### config.mk
export PLATFORM = sky130hd
export DESIGN_NAME = regfile_sb
export DESIGN_NICKNAME = d
export VERILOG_FILES = /design/src/rtl/regfile_sb_pkg.sv /design/src/rtl/regfile_pend_cnt.sv /design/src/rtl/regfile_sb.sv
export SDC_FILE = /design/constraint.sdc
export NUM_CORES = 2
export LEC_CHECK = 0
export BUFFER_PORTS_ARGS = -buffer_cell sky130_fd_sc_hd__buf_2
export CORE_ASPECT_RATIO = 1.2
export CORE_MARGIN = 2
export CORE_UTILIZATION = 40
export DETAILED_ROUTE_END_ITERATION = 6
export GPL_ROUTABILITY_DRIVEN = 0
export HOLD_SLACK_MARGIN = 0.15
export SETUP_SLACK_MARGIN = 0.02
export SLEW_MARGIN = 5
export SYNTH_ARGS = -nofsm -noshare
export SYNTH_HDL_FRONTEND = slang
export SYNTH_HIERARCHICAL = 1
export SYNTH_SLANG_ARGS = --single-unit
### constraint.sdc
create_clock -name clk -period 5.65 [get_ports clk]
set_input_delay 0.565 -clock clk [delete_from_list [all_inputs] [get_ports clk]]
set_output_delay 0.565 -clock clk [all_outputs]
set_load 0.02 [all_outputs]
### src/rtl/regfile_sb_pkg.sv
// Shared RV32I decode/writeback types used by the register file and its scoreboard.
package rv32i_types;
  localparam int NUM_REGS = 32;

  typedef logic [4:0] reg_idx_t;

  typedef struct packed {
    logic     we;
    reg_idx_t rd;
    logic [31:0] v;
  } wb_bus_t;
endpackage

### src/rtl/regfile_pend_cnt.sv
// Saturating up/down pending-writer counter for one architectural register.
// err pulses in any cycle whose net update would leave the range [0, 2^CNT_W-1].
module regfile_pend_cnt #(
  parameter int CNT_W = 2
) (
  input  logic             clk,
  input  logic             rst_n,
  input  logic             inc,
  input  logic             dec_a,
  input  logic             dec_b,
  output logic [CNT_W-1:0] cnt,
  output logic             err
);
  localparam logic signed [CNT_W+1:0] MAX_S = (CNT_W+2)'((1 << CNT_W) - 1);

  logic [CNT_W-1:0]        r_cnt;
  logic signed [CNT_W+1:0] w_net;
  logic                    w_under;
  logic                    w_over;

  assign w_net   = $signed({2'b00, r_cnt})
                 + $signed({{(CNT_W+1){1'b0}}, inc})
                 - $signed({{(CNT_W+1){1'b0}}, dec_a})
                 - $signed({{(CNT_W+1){1'b0}}, dec_b});
  assign w_under = w_net < 0;
  assign w_over  = w_net > MAX_S;

  always_ff @(posedge clk or negedge rst_n) begin
    if (!rst_n) begin
      r_cnt <= '0;
    end else if (w_under) begin
      r_cnt <= '0;
    end else if (w_over) begin
      r_cnt <= MAX_S[CNT_W-1:0];
    end else begin
      r_cnt <= w_net[CNT_W-1:0];
    end
  end

  assign cnt = r_cnt;
  assign err = w_under | w_over;
endmodule

### src/rtl/regfile_sb.sv
// Decode-stage register file with a per-register pending-writer scoreboard.
// Optional macro REGFILE_BYPASS_EN: write-through read bypass and writeback-cycle unstall.
module regfile_sb
  import rv32i_types::*;
#(
  parameter int CNT_W = 2,
  parameter int NREG  = NUM_REGS
) (
  input  logic        clk,
  input  logic        rst_n,
  input  logic [4:0]  rs1_s,
  input  logic [4:0]  rs2_s,
  output logic [31:0] rs1_v,
  output logic [31:0] rs2_v,
  output logic        rs1_busy,
  output logic        rs2_busy,
  input  logic        issue,
  input  logic [4:0]  issue_rd,
  input  logic        wb_we,
  input  logic [4:0]  wb_rd,
  input  logic [31:0] wb_v,
  input  logic        kill,
  input  logic [4:0]  kill_rd,
  output logic        sb_err
);
  logic [31:0]                 r_regs [1:NREG-1];
  logic                        r_sb_err;
  wb_bus_t                     w_wb;
  logic [NREG-1:0][CNT_W-1:0]  w_pend;
  logic [NREG-1:0]             w_err;

  assign w_wb = '{we: wb_we, rd: wb_rd, v: wb_v};

  // x0 has no counter: it can never be pending and never flags an error.
  assign w_pend[0] = '0;
  assign w_err[0]  = 1'b0;

  for (genvar r = 1; r < NREG; r++) begin : g_pend
    regfile_pend_cnt #(.CNT_W(CNT_W)) u_cnt (
      .clk   (clk),
      .rst_n (rst_n),
      .inc   (issue    && (issue_rd == reg_idx_t'(r))),
      .dec_a (w_wb.we  && (w_wb.rd  == reg_idx_t'(r))),
      .dec_b (kill     && (kill_rd  == reg_idx_t'(r))),
      .cnt   (w_pend[r]),
      .err   (w_err[r])
    );
  end

  always_ff @(posedge clk or negedge rst_n) begin
    if (!rst_n) begin
      for (int r = 1; r < NREG; r++) begin
        r_regs[r] <= '0;
      end
    end else if (w_wb.we && (w_wb.rd != '0)) begin
      r_regs[w_wb.rd] <= w_wb.v;
    end
  end

  always_ff @(posedge clk or negedge rst_n) begin
    if (!rst_n) begin
      r_sb_err <= 1'b0;
    end else if (|w_err) begin
      r_sb_err <= 1'b1;
    end
  end

  function automatic logic [31:0] read_val(input reg_idx_t s);
    if (s == '0) begin
      return '0;
    end
`ifdef REGFILE_BYPASS_EN
    if (w_wb.we && (w_wb.rd == s)) begin
      return w_wb.v;
    end
`endif
    return r_regs[s];
  endfunction

  function automatic logic busy_of(input reg_idx_t s);
`ifdef REGFILE_BYPASS_EN
    int dec;
`endif
    if (s == '0) begin
      return 1'b0;
    end
`ifdef REGFILE_BYPASS_EN
    // Floored (pend - dec) is non-zero exactly when pend exceeds dec.
    dec = int'(w_wb.we && (w_wb.rd == s)) + int'(kill && (kill_rd == s));
    return int'(w_pend[s]) > dec;
`else
    return w_pend[s] != '0;
`endif
  endfunction

  always_comb begin
    rs1_v    = read_val(rs1_s);
    rs2_v    = read_val(rs2_s);
    rs1_busy = busy_of(rs1_s);
    rs2_busy = busy_of(rs2_s);
  end

  assign sb_err = r_sb_err;
endmodule

==> summary.md <==
The post-placement cell area was 0.06288 mm². The die extent in y is 429.1 µm, and the post-placement cell count is 6,695. The tools report the data arrival at the endpoint of the critical path as 3.55 ns. Startpoint class of the critical path: an input pin.

Cell taking the most area after synthesis: sky130_fd_sc_hd__dfrtp_1. Global routing used 24.71% of the available tracks across all layers. Measured on the finished design, the core utilization comes to 44.45%. Across the VDD grid, the largest voltage drop is 0.2680 mV. The master cell of the clock root buffer is sky130_fd_sc_hd__clkbuf_16.

The number of nets in the synthesized netlist is 5,182. Of the total power, the share spent switching nets is 29.08%. Once routing completed, OpenROAD measured the worst setup slack at 1.535 ns. In the finished design, the share of the clock period the worst path needs comes to 72.83%. TritonCTS created 109 clock buffers.

For this block, the routed nets add up to 189.0 mm of wire. Max-cap violations in this run came to 0. TritonCTS built the clock tree. The per-cell via count in the routed design is 5.873.

Input and output buffers added on the ports amount to 128. For the count of different cell masters after synthesis, the log shows 42. The run finished with clean final reports. The worst hold path belongs to the class in -> reg. For this run, the leading register cell type out of synthesis is sky130_fd_sc_hd__dfrtp_1. Die footprint: 0.1537 mm².

The relative contribution of the clock network to total power was 33.2%. After detailed routing, the average wire length per cell comes to 27.37 µm. The number of placed I/O pins came out at 129. Type of the worst setup path: in -> out. The logs give 0.76 ns for the clock insertion delay at the later pin of the skew report and 44.4% for the part of the total power dissipated in sequential elements. For the detailed-router iteration count before antenna repair, the log shows 5. The top cell type's share of synthesized area is 43.82%. The category of the worst setup path capture point is an output pin. Ranked by total cell area, the synthesized netlist is headed by sky130_fd_sc_hd__dfrtp_1, sky130_fd_sc_hd__mux4_2, sky130_fd_sc_hd__mux2_2.

The first global-routing pass estimated 281.0 mm of wire. The run gives 110.6 mm as the placed wire-length estimate. The finished cells cover 0.06672 mm². The internal power component was 16.47 mW. Setup repair after global routing left no endpoint under its margin. The setup slack after placement was 1.501 ns.

The largest net degree at the start of global routing was 126; the initial antenna violation count was 23. The async set or reset register ratio after synthesis was 100.0%; the clock-pin slew on the worst setup and hold paths was 0.07 ns. For the sequential share of the synthesized area, the log shows 43.82%. Combinational logic burns 22.4% of the power. The number of placement rows is 156, and the floorplan die width is 358.3 µm. The via count of the first global-routing pass was 41,880; the maximum clock frequency was 243.0 MHz. A synthesized cell averages 12.29 µm². The leakage power summed over all cells was 30.75 nW; the total count of max-transition violations in the final report was 0. Yosys printed 6 warnings. The final count of negative-setup-slack endpoints is 0. Along the worst path, the maximum fanout reaches 78. Setup slack on the worst reg-to-reg path comes out at 3.17 ns.

The final instance count without filler cells came out at 6,906. The area growth from synthesis to layout is 10.75%. The worst-case clock skew was 0.01656 ns; the max-slew headroom at the worst pin was 21.72%. The transition time of the tightest slew-check pin is 1.174 ns, and the count of antenna-violating nets left after detailed routing is 0. The synthesized design contains 0 enable-type register cells.

For this run the aggregate overflow at the end of global routing stands at 0. Detailed routing inserted a total of 40,560 vias. The routed design could run at a clock period as short as 4.115 ns. The register bit total from synthesis is 1,055, and the worst path required time is 5.09 ns. After clock tree synthesis, the setup repair step added 0 buffers. The number of levels in the clock H-tree was 3; the number of clock sinks was 1,055. The number of failing hold endpoints at the final stage came out at 0.

Effective utilization at floorplan: 40.14%. The core outline area was 0.1501 mm². For the setup TNS, the log shows 0 ns. Synthesis produced 4,903 cells. The detailed router's first-iteration violation count was 3,762; the cell area after synthesis was 0.06025 mm².

In this run the power spent charging and discharging nets is 6.754 mW. The tools report the number of fillers in the final layout as 13,580. The logs give 3 for the buffer levels on the longest clock path and 0 for the post-route DRC violation count. For this design the ratio of total power to cell area is 348.1 mW/mm².

The number of nets in the layout was 5,111; the fraction of final layout cells with drive strength greater than 1 was 34.65%.
==> cell type report <==
class	count	area, µm²	area share, %
clock buffer	155	3212	4.814
inverter	267	1002	1.502
antenna	7	17.52	0.02625
multi-input combinational	3160	31210	46.77
sequential	1055	26400	39.57
clock inverter	48	606.8	0.9095
timing repair buffer	239	1807	2.708
tap	1975	2471	3.704
==> cell usage in the layout (no fill, tap or decap), drive strengths merged, types with 6 or more instances in the layout <==
cell and count:
diode 7, a22oi 60, clkbuf 156, nor2 90, clkinvlp 6, clkinv 32
mux4 489, nand2b 13, dfrtp 1055, nor3b 6, a22o 30, a221oi 37
bufinv 11, o21a 31, fa 62, buf 237, ha 155, mux2i 128
o21ba 31, o22ai 33, nor3 34, o21ai 32, nor4 8, mux2 740
nand2 1120, or2 6, a21oi 22, inv 266
==> registers in the layout, summed over array words and instances, names as in the netlist <==
| register | flops |
|---|---|
| r_regs | 992 |
| g_pend.u_cnt/cnt | 62 |
| sb_err | 1 |
==> stage by stage <==
step | power [mW] | hold slack (ns)
2_1_floorplan | 14.02 | 0.2694
6_report | 23.23 | 0.2914
4_1_cts | 23.35 | 0.2505
5_1_grt | 24.33 | 0.3116
3_3_place_gp | 15.41 | 0.4697
3_5_place_dp | 15.63 | 0.4796
==> worst max-delay path, stage by stage <==
cell and delay, ns:
sky130_fd_sc_hd__buf_8 0.60, sky130_fd_sc_hd__buf_4 0.87, sky130_fd_sc_hd__mux4_2 0.36, sky130_fd_sc_hd__mux2_2 0.14
sky130_fd_sc_hd__o22ai_1 0.12, sky130_fd_sc_hd__a221oi_1 0.52, sky130_fd_sc_hd__buf_2 0.26
==> repair_timing <==
item                                    4_1_cts  5_1_grt
hold buffers                                  1        0
endpoints found under the hold margin        73        0
endpoints found under the setup margin        0        0
gates resized for setup                       0        0
==> final timing paths <==
| kind | start | to | cells after the start |
|---|---|---|---|
| hold reg to reg | r_regs[811] | r_regs[811] | 2 |
| min in group asynchronous | rst_n | r_regs[30] | 2 |
| hold / removal | wb_v[13] | r_regs[493] | 3 |
| setup reg to reg | g_pend[20].u_cnt/cnt[1] | sb_err | 10 |
| max in group asynchronous | rst_n | r_regs[74] | 3 |
| setup / recovery | rs1_s[1] | rs1_v[30] | 7 |
==> power by group through the flow <==
stage                     sequential, mW  clock (mW)  combinational (mW)
final                               10.3        7.71                5.19
after detailed placement            10.4           0                5.21
after global placement              10.3           0                5.08
after floorplan                     10.0           0                3.97
after global routing                10.5        8.13                5.65
after CTS                           10.3        7.83                5.23
==> cells in the mapped netlist (13+ instances only) <==
cell type / count
sky130_fd_sc_hd__a21oi_1: 22
sky130_fd_sc_hd__o21ai_0: 32
sky130_fd_sc_hd__buf_4: 19
sky130_fd_sc_hd__mux2i_1: 128
sky130_fd_sc_hd__dfrtp_1: 1055
sky130_fd_sc_hd__buf_1: 62
sky130_fd_sc_hd__a221oi_1: 37
sky130_fd_sc_hd__mux2_2: 740
sky130_fd_sc_hd__clkbuf_1: 226
sky130_fd_sc_hd__buf_2: 110
sky130_fd_sc_hd__nor2_1: 86
sky130_fd_sc_hd__o21ba_1: 31
sky130_fd_sc_hd__a22oi_1: 60
sky130_fd_sc_hd__o22ai_1: 33
sky130_fd_sc_hd__nand2b_1: 13
sky130_fd_sc_hd__o21a_1: 31
sky130_fd_sc_hd__mux4_2: 489
sky130_fd_sc_hd__inv_1: 267
sky130_fd_sc_hd__nor3_1: 34
sky130_fd_sc_hd__nand2_1: 1120
sky130_fd_sc_hd__a22o_1: 30
sky130_fd_sc_hd__fa_1: 62
sky130_fd_sc_hd__ha_1: 155
==> metal layers <==
metal  vias up  share of wire (%)  track usage, %
met1     21480                 41           33.54
met2      1550                 47           39.49
li1      17130                  -               -
met3       380                7.2           3.877
met4        18                4.3           10.21
met5         -              0.056               0
==> cells by family after synthesis <==
| logic type | synth area share, % |
|---|---|
| flip-flops | 43.82 |
| AND/OR/NAND/NOR | 8.507 |
| AO/OA/AOI/OAI | 3.470 |
| multiplexers | 34.24 |
| buffers and inverters | 4.683 |
| adder cells (fa/ha/maj) | 5.279 |
No activity file was read; power rests on OpenSTA's default activity.
